$ cat config.mk
export PLATFORM = sky130hd
export DESIGN_NAME = bp_io_mmio_regfile
export DESIGN_NICKNAME = d
export VERILOG_FILES = /design/src/rtl/bp_io_mmio_regfile.sv
export SDC_FILE = /design/constraint.sdc
export NUM_CORES = 2
export LEC_CHECK = 0
export ABC_AREA = 1
export CELL_PAD_IN_SITES_DETAIL_PLACEMENT = 1
export CELL_PAD_IN_SITES_GLOBAL_PLACEMENT = 1
export CORE_ASPECT_RATIO = 1.1
export CORE_MARGIN = 2
export CORE_UTILIZATION = 49
export CTS_BUF_LIST = sky130_fd_sc_hd__clkbuf_8
export CTS_CLUSTER_SIZE = 20
export DETAILED_ROUTE_END_ITERATION = 10
export GPL_ROUTABILITY_DRIVEN = 0
export PLACE_DENSITY_LB_ADDON = 0.1
export REMOVE_ABC_BUFFERS = 1
export SYNTH_ARGS = -nofsm -noshare
export SYNTH_HDL_FRONTEND = slang
export SYNTH_SLANG_ARGS = --single-unit
$ cat constraint.sdc
create_clock -name clk_i -period 5.6 [get_ports clk_i]
set_input_delay 1.4 -clock clk_i [delete_from_list [all_inputs] [get_ports clk_i]]
set_output_delay 1.4 -clock clk_i [all_outputs]
set_load 0.03 [all_outputs]
$ cat src/rtl/bp_io_mmio_regfile.sv
`default_nettype none
// +--------------------------------------------------------------------------+
// | Module  : bp_io_mmio_regfile                                             |
// | Brief   : Single-outstanding MMIO target backed by a 64-bit register     |
// |           bank. BP_IO_MMIO_CYCLE_CTR_EN maps a cycle counter at the top  |
// |           register index.                                                |
// | Revision: 1.0                                                            |
// +--------------------------------------------------------------------------+
module bp_io_mmio_regfile #(
    parameter int paddr_width_p = 40,
    parameter int data_width_p  = 64,
    parameter int num_regs_p    = 16,
    localparam int lg_regs_lp   = $clog2(num_regs_p)
) (
    input  logic                     clk_i,
    input  logic                     reset_i,
    input  logic                     io_cmd_wr_i,
    input  logic [paddr_width_p-1:0] io_cmd_addr_i,
    input  logic [1:0]               io_cmd_size_i,
    input  logic [data_width_p-1:0]  io_cmd_data_i,
    input  logic                     io_cmd_v_i,
    output logic                     io_cmd_yumi_o,
    output logic                     io_resp_wr_o,
    output logic [paddr_width_p-1:0] io_resp_addr_o,
    output logic [1:0]               io_resp_size_o,
    output logic [data_width_p-1:0]  io_resp_data_o,
    output logic                     io_resp_v_o,
    input  logic                     io_resp_ready_i
);

    localparam logic [0:0] E_READY = 1'b0;
    localparam logic [0:0] E_RESP  = 1'b1;
    localparam logic [lg_regs_lp-1:0] LAST_IDX = lg_regs_lp'(num_regs_p - 1);

    logic [0:0]              state_q, state_d;
    logic [data_width_p-1:0] regs_q [num_regs_p];
    logic [lg_regs_lp-1:0]   idx;
    logic [2:0]              off;
    logic [7:0]              be_base, be;
    logic [63:0]             size_mask, wdata_sh, rd_word, rd_data, wr_word;
    logic                    wr_en;

    logic                     resp_wr_q;
    logic [paddr_width_p-1:0] resp_addr_q;
    logic [1:0]               resp_size_q;
    logic [data_width_p-1:0]  resp_data_q;

`ifdef BP_IO_MMIO_CYCLE_CTR_EN
    logic [63:0] ctr_q;

    always_ff @(posedge clk_i) begin
        if (reset_i) ctr_q <= '0;
        else         ctr_q <= ctr_q + 64'd1;
    end
`endif

    // Offset is aligned down to the access size before any byte steering.
    always_comb begin
        idx = io_cmd_addr_i[3 +: lg_regs_lp];
        case (io_cmd_size_i)
            2'd0:    begin off = io_cmd_addr_i[2:0];          be_base = 8'h01; size_mask = 64'h0000_0000_0000_00FF; end
            2'd1:    begin off = {io_cmd_addr_i[2:1], 1'b0};  be_base = 8'h03; size_mask = 64'h0000_0000_0000_FFFF; end
            2'd2:    begin off = {io_cmd_addr_i[2], 2'b00};   be_base = 8'h0F; size_mask = 64'h0000_0000_FFFF_FFFF; end
            default: begin off = 3'd0;                         be_base = 8'hFF; size_mask = 64'hFFFF_FFFF_FFFF_FFFF; end
        endcase
        be       = be_base << off;
        wdata_sh = io_cmd_data_i << {off, 3'b000};
        rd_word  = regs_q[idx];
`ifdef BP_IO_MMIO_CYCLE_CTR_EN
        if (idx == LAST_IDX) rd_word = ctr_q;
        wr_en = io_cmd_yumi_o & io_cmd_wr_i & (idx != LAST_IDX);
`else
        wr_en = io_cmd_yumi_o & io_cmd_wr_i;
`endif
        rd_data = (rd_word >> {off, 3'b000}) & size_mask;
        for (int b = 0; b < 8; b++) begin
            wr_word[8*b +: 8] = be[b] ? wdata_sh[8*b +: 8] : regs_q[idx][8*b +: 8];
        end
    end

    for (genvar r = 0; r < num_regs_p; r++) begin : g_reg
        always_ff @(posedge clk_i) begin
            if (reset_i)                                   regs_q[r] <= '0;
            else if (wr_en && (idx == lg_regs_lp'(r)))     regs_q[r] <= wr_word;
        end
    end

    always_ff @(posedge clk_i) begin
        if (reset_i) state_q <= E_READY;
        else         state_q <= state_d;
    end

    always_comb begin
        state_d = state_q;
        case (state_q)
            E_READY: if (io_cmd_yumi_o)   state_d = E_RESP;
            E_RESP:  if (io_resp_ready_i) state_d = E_READY;
            default:                      state_d = E_READY;
        endcase
    end

    always_comb begin
        io_cmd_yumi_o = io_cmd_v_i & (state_q == E_READY) & ~reset_i;
        io_resp_v_o   = (state_q == E_RESP);
    end

    always_ff @(posedge clk_i) begin
        if (reset_i) begin
            resp_wr_q   <= 1'b0;
            resp_addr_q <= '0;
            resp_size_q <= 2'd0;
            resp_data_q <= '0;
        end else if (io_cmd_yumi_o) begin
            resp_wr_q   <= io_cmd_wr_i;
            resp_addr_q <= io_cmd_addr_i;
            resp_size_q <= io_cmd_size_i;
            resp_data_q <= io_cmd_wr_i ? '0 : rd_data;
        end
    end

    assign io_resp_wr_o   = resp_wr_q;
    assign io_resp_addr_o = resp_addr_q;
    assign io_resp_size_o = resp_size_q;
    assign io_resp_data_o = resp_data_q;

endmodule
`default_nettype wire

# After elaboration in Yosys (flattened, before gate mapping)

Memory sizes are Yosys's and may differ from the RTL's.
Cells that the tools add are included.

Equality and inequality tests: 17
Shifts and indexed selects: 3
Multiplexer cells: 81
Bitwise logic cells: 22
Reductions and logical operators: 18

Operators with widths:

| cell                                                             | number |
|---|---|
| 64-bit two-way mux                                               | 17 |
| 64-bit case mux with 3 select lines                              | 1 |
| 64-bit bitwise AND                                               | 1 |
| 8-bit two-way mux                                                | 8 |
| 64-bit by 6-bit << shifter with 64-bit output                    | 1 |
| 64-bit by 6-bit right shift with 64-bit output                   | 1 |
| 1-bit two-way mux                                                | 52 |
| 4-bit == test (second input constant)                            | 8 |
| 8-bit case mux with 3 select lines                               | 1 |
| 4-bit by 3-bit == test with 1-bit output (second input constant) | 4 |
| 1-bit logical AND                                                | 16 |
| 1-bit bitwise OR                                                 | 16 |
| 3-bit case mux with 3 select lines                               | 1 |
| 4-bit by 2-bit == test with 1-bit output (second input constant) | 2 |
| 8-bit by 3-bit << shifter with 8-bit output                      | 1 |
| 4-bit by 1-bit == test with 1-bit output (second input constant) | 1 |
| 4-bit zero test                                                  | 1 |
| 1-bit bitwise AND                                                | 3 |
| 2-bit by 1-bit == test with 1-bit output (second input constant) | 1 |
| 2-bit == test (second input constant)                            | 1 |
| 2-bit zero test                                                  | 1 |
| 1-bit inverter                                                   | 2 |
| 1-bit case mux with 2 select lines                               | 1 |

Register bits: 108
RAM bits: 1024
Logic and storage cells: 147
Memories kept: 1

Memories:

| memory | depth | width | read ports | clocked after memory_dff | write ports | RTL line | text |
|---|---|---|---|---|---|---|---|
| regs_q | 16    | 64    | 1          | 0                        | 16          | 36       | `logic [data_width_p-1:0] regs_q [num_regs_p];` |

# Depth between registers and ports, before layout

Depth after elaboration: 9
Depth in mapped cells: 15
Depth with buffers taken out: 13

# Worst setup path before layout

OpenSTA, ideal clock, no wires.

Path type: in2reg
Start: in io_cmd_addr_i[4]
End: mem regs_q[3][0] (enable)
Setup time: 0.688 ns
Arrival time: 3.914 ns
Setup slack: 0.999 ns
Cell stages on the path: 10
Cells stage by stage: buf_2 -> inv_2 -> buf_4 -> buf_2 -> buf_2 -> nor3_2 -> nand2_1 -> clkbuf_1 -> buf_1 -> nand2_1

RTL lines:

| element            | RTL line | text |
|---|---|---|
| start: declaration | 18       | `input logic [paddr_width_p-1:0] io_cmd_addr_i,` |
| end: declaration   | 36       |  |

# Worst setup path after layout

Start: in io_cmd_v_i
End: out io_cmd_yumi_o

Longest elaborated chain between the ends: 2

Ends and longest elaborated chain:

| element                         | RTL line | text |
|---|---|---|
| start: declaration              | 21       | `input logic io_cmd_v_i,` |
| 1-bit bitwise AND (2 in series) | 103      | `io_cmd_yumi_o = io_cmd_v_i & (state_q == E_READY) & ~reset_i;` |
| end: declaration                | 22       | `output logic io_cmd_yumi_o,` |

No other way between the ends.

==> metrics.yaml <==
min_path:
  class_of_the_most_critical_hold_timing_path: "reg -> reg"
  timing.hold.worst.start: "io_resp_addr_o[33]"
critical_path:
  critical_path_arrival_ps: 3040
  critical_path_required_ps: 4200
  worst_setup_path_end_kind: "primary output"
  path_delay_family: "buffers and inverters"
  critical_path.reg2reg.startpoint: "io_resp_v_o"
  crit_path_start: "io_cmd_v_i"
  critical_path.n_buffers_inverters: 3
  path_max_fanout: 5
  startpoint_type_of_the_worst_setup_path: "primary input"
  cp_common_cell: "sky130_fd_sc_hd__clkdlybuf4s50_1"
  ordered_cell_list_for_the_critical_path: "clkdlybuf4s50_1, nand3_4, inv_2, clkdlybuf4s50_1"
  crit_slowest_cell: "sky130_fd_sc_hd__clkdlybuf4s50_1"
  worstSetupPathType: "in -> out"
  slowest_delay_ps: 760
global_routing:
  grt_max_degree: 125
  grt_pass1_wl_um: 309800
  globalRouteOverflowTotal: 0
  grt_antenna_before_repair: 6
  grt_util_all_layers_pct: 37.27
  via_count_of_the_first_global_routing_pass: 47670
drt:
  drtAntennaViolNets: 0
  routed_wire_length_per_instance_um: 27.01
  remaining_drc_errors: 0
  dr.first_iter.drc_count: 5853
  avgViaCountPerCell: 6.012
  routed_wirelength_um: 213300
  dr_total_vias: 47470
  drt_pre_antenna_iters: 6
clock_tree:
  cts_root_buf: "sky130_fd_sc_hd__clkbuf_8"
  clock_tree.htree_level_count: 4
  cts-root-to-sink-buffers: 3
  number_of_setup_buffers_added_after_cts: 0
  tritoncts.num_buffers: 186
  clock_latency_ps: 940
  cts_resized: 0
  cts-hold-fix-buffers: 0
  cts.clk_slew.worst_paths_ps: 50
  numClockSinks: 1132
  tritoncts: "built"
synth:
  synth.area.top_cells: "sky130_fd_sc_hd__edfxtp_1 (57%), sky130_fd_sc_hd__nand2_1 (18%), sky130_fd_sc_hd__nor2_1 (8.0%), sky130_fd_sc_hd__dfxtp_1 (4.0%), sky130_fd_sc_hd__nand3_1 (3.9%)"
  ys_seq_elements: 1132
  synthDominantAreaCellType: "sky130_fd_sc_hd__edfxtp_1"
  synth_sequential_area_ratio_pct: 60.76
  synth.cell_area_mm2: 0.05417
  synth_cells: 6226
  post_synth.cell_area_avg_um2: 8.700
  yosysWarnings: 0
  yosysUniqueCellTypes: 47
  post-synth-top-area-fraction_pct: 56.77
placed_design:
  input_output_buffers: 219
  dpl.hpwl_um: 123400
  post_dp_cell_area_mm2: 0.05782
sta:
  worst-slew-pin-transition_ps: 1295
  worst_slew_margin_rel_pct: 13.69
  timing_max_transition_violations_final: 0
  max_freq_mhz: 225.0
  period_share_pct: 79.37
  timing_hold_violations_final: 0
  grt_setup_unrepaired: "no"
  finalSetupViolCount: 0
  timing.hold.ws_ps: 463.8
  finClkSkew_ps: 49.51
  final.min_clock_period_ps: 4445
power:
  power.density_cell_area_mw_per_mm2: 313.4
  vdd_drop_max_v: 0.0002416
  leakagePower_nw: 25.94
job:
  max_capacitance_violation_count: 0
die:
  floorplan.initialDensity_pct: 49.55
  placeableCoreArea_mm2: 0.1093
  ioPinCount: 220
  die-area_mm2: 0.1132
  die_w_um: 321.0
  die_height_um: 352.7
  num_rows: 127
cells_and_area:
  stdcell_area_mm2: 0.06143
  syn2layout_area_growth_pct: 13.41
  postLayoutCoreUtil_pct: 56.19
  layout.filler_cells: 12720
  layout.area.seq_mm2: 0.03291
  multi_input_area_mm2: 0.01910
  final_layout_size_suffix_gt1_share_pct: 8.293
  final_net_count: 6428
status:
  outcome: "complete, no violations"
[worst paths after layout]
kind	to	slack [ps]	depth (start not counted)
worst max-delay path	io_cmd_yumi_o	1160	4
worst min-delay path	io_resp_addr_o[33]	460	2
worst max register to register	regs_q[4][6]	2360	8
worst min register to register	io_resp_addr_o[33]	460	2
[worst register-to-register path, delay by kind of cell, from the launching register on]
kind | cells | cell delay, ps
and+or+nand+nor | 5 | 1800
buffers and inverters | 3 | 750
DFF | 1 | 310
[placed cells by master (no fill, tap or decap), drive strengths merged, types with 98 or more instances in the layout]
master and count:
clkdlybuf4s50 216, a21oi 98, nand2 2632, nor2 1162, nand3 428, o21ai 113
clkbuf 209, inv 149, edfxtp 1024, buf 164, dfxtp 108
[cells in the mapped netlist, drive strengths merged]
| cell | n |
|---|---|
| edfxtp | 1024 |
| a211oi | 1 |
| mux2i | 10 |
| a31oi | 3 |
| o211ai | 6 |
| a21o | 1 |
| o22a | 3 |
| o21a | 2 |
| o22ai | 3 |
| o21ai | 113 |
| a22o | 2 |
| a211o | 1 |
| nand3 | 428 |
| o2111ai | 5 |
| nor3 | 8 |
| mux2 | 6 |
| dfxtp | 108 |
| a21oi | 98 |
| nand4 | 56 |
| nand2 | 2632 |
| o31ai | 10 |
| buf | 294 |
| or2 | 8 |
| clkbuf | 183 |
| inv | 53 |
| nor2 | 1162 |
| o221ai | 6 |
[final cells by class]
type / instances / share of cell area, %
Sequential cell: 1132 / 53.57
Multi-Input combinational cell: 4564 / 31.09
Timing Repair Buffer: 380 / 6.200
Clock buffer: 209 / 4.682
Tap cell: 1419 / 2.890
Clock inverter: 137 / 1.185
Inverter: 53 / 0.3687
Antenna cell: 2 / 0.008147
[cell families after synthesis]
group / Yosys count / share of synthesized area, %
compound gates: 254 / 3.084
buf+inv: 530 / 4.516
mux: 16 / 0.3095
simple gates: 4294 / 31.33
flops: 1132 / 60.76
[through the flow]
stage	setup slack [ps]	cells	total power, mW	TNS (ps)
floorplan	-2902	5749	11.01	-4080210
global placement	693.3	7548	12.11	0
detailed placement	571.6	7548	12.18	0
CTS	1174	7894	19.23	0
global route	1143	7895	19.78	0
finish	1155	7896	19.25	0
[sequential cells by signal, indices dropped and copies added (netlist names)]
register        flops
io_resp_size_o      2
io_resp_v_o         1
io_resp_wr_o        1
io_resp_data_o     64
io_resp_addr_o     40
regs_q           1024
[metal layers]
metal	global-route usage [%]	up-vias	part of all wire (%)
met5	0.4612	-	0.057
met4	17.49	10	4.7
met3	8.407	612	11
met2	58.31	2848	45
met1	49.34	23540	39
li1	-	20460	-
[power by group]
group | total (mW) | switching (mW) | internal, mW
registers | 9.59 | 0.0978 | 9.49
clock network | 7.17 | 3.52 | 3.65
logic | 2.49 | 1.90 | 0.593
total | 19.3 | 5.52 | 13.7
No activity file was read; power rests on OpenSTA's default activity.
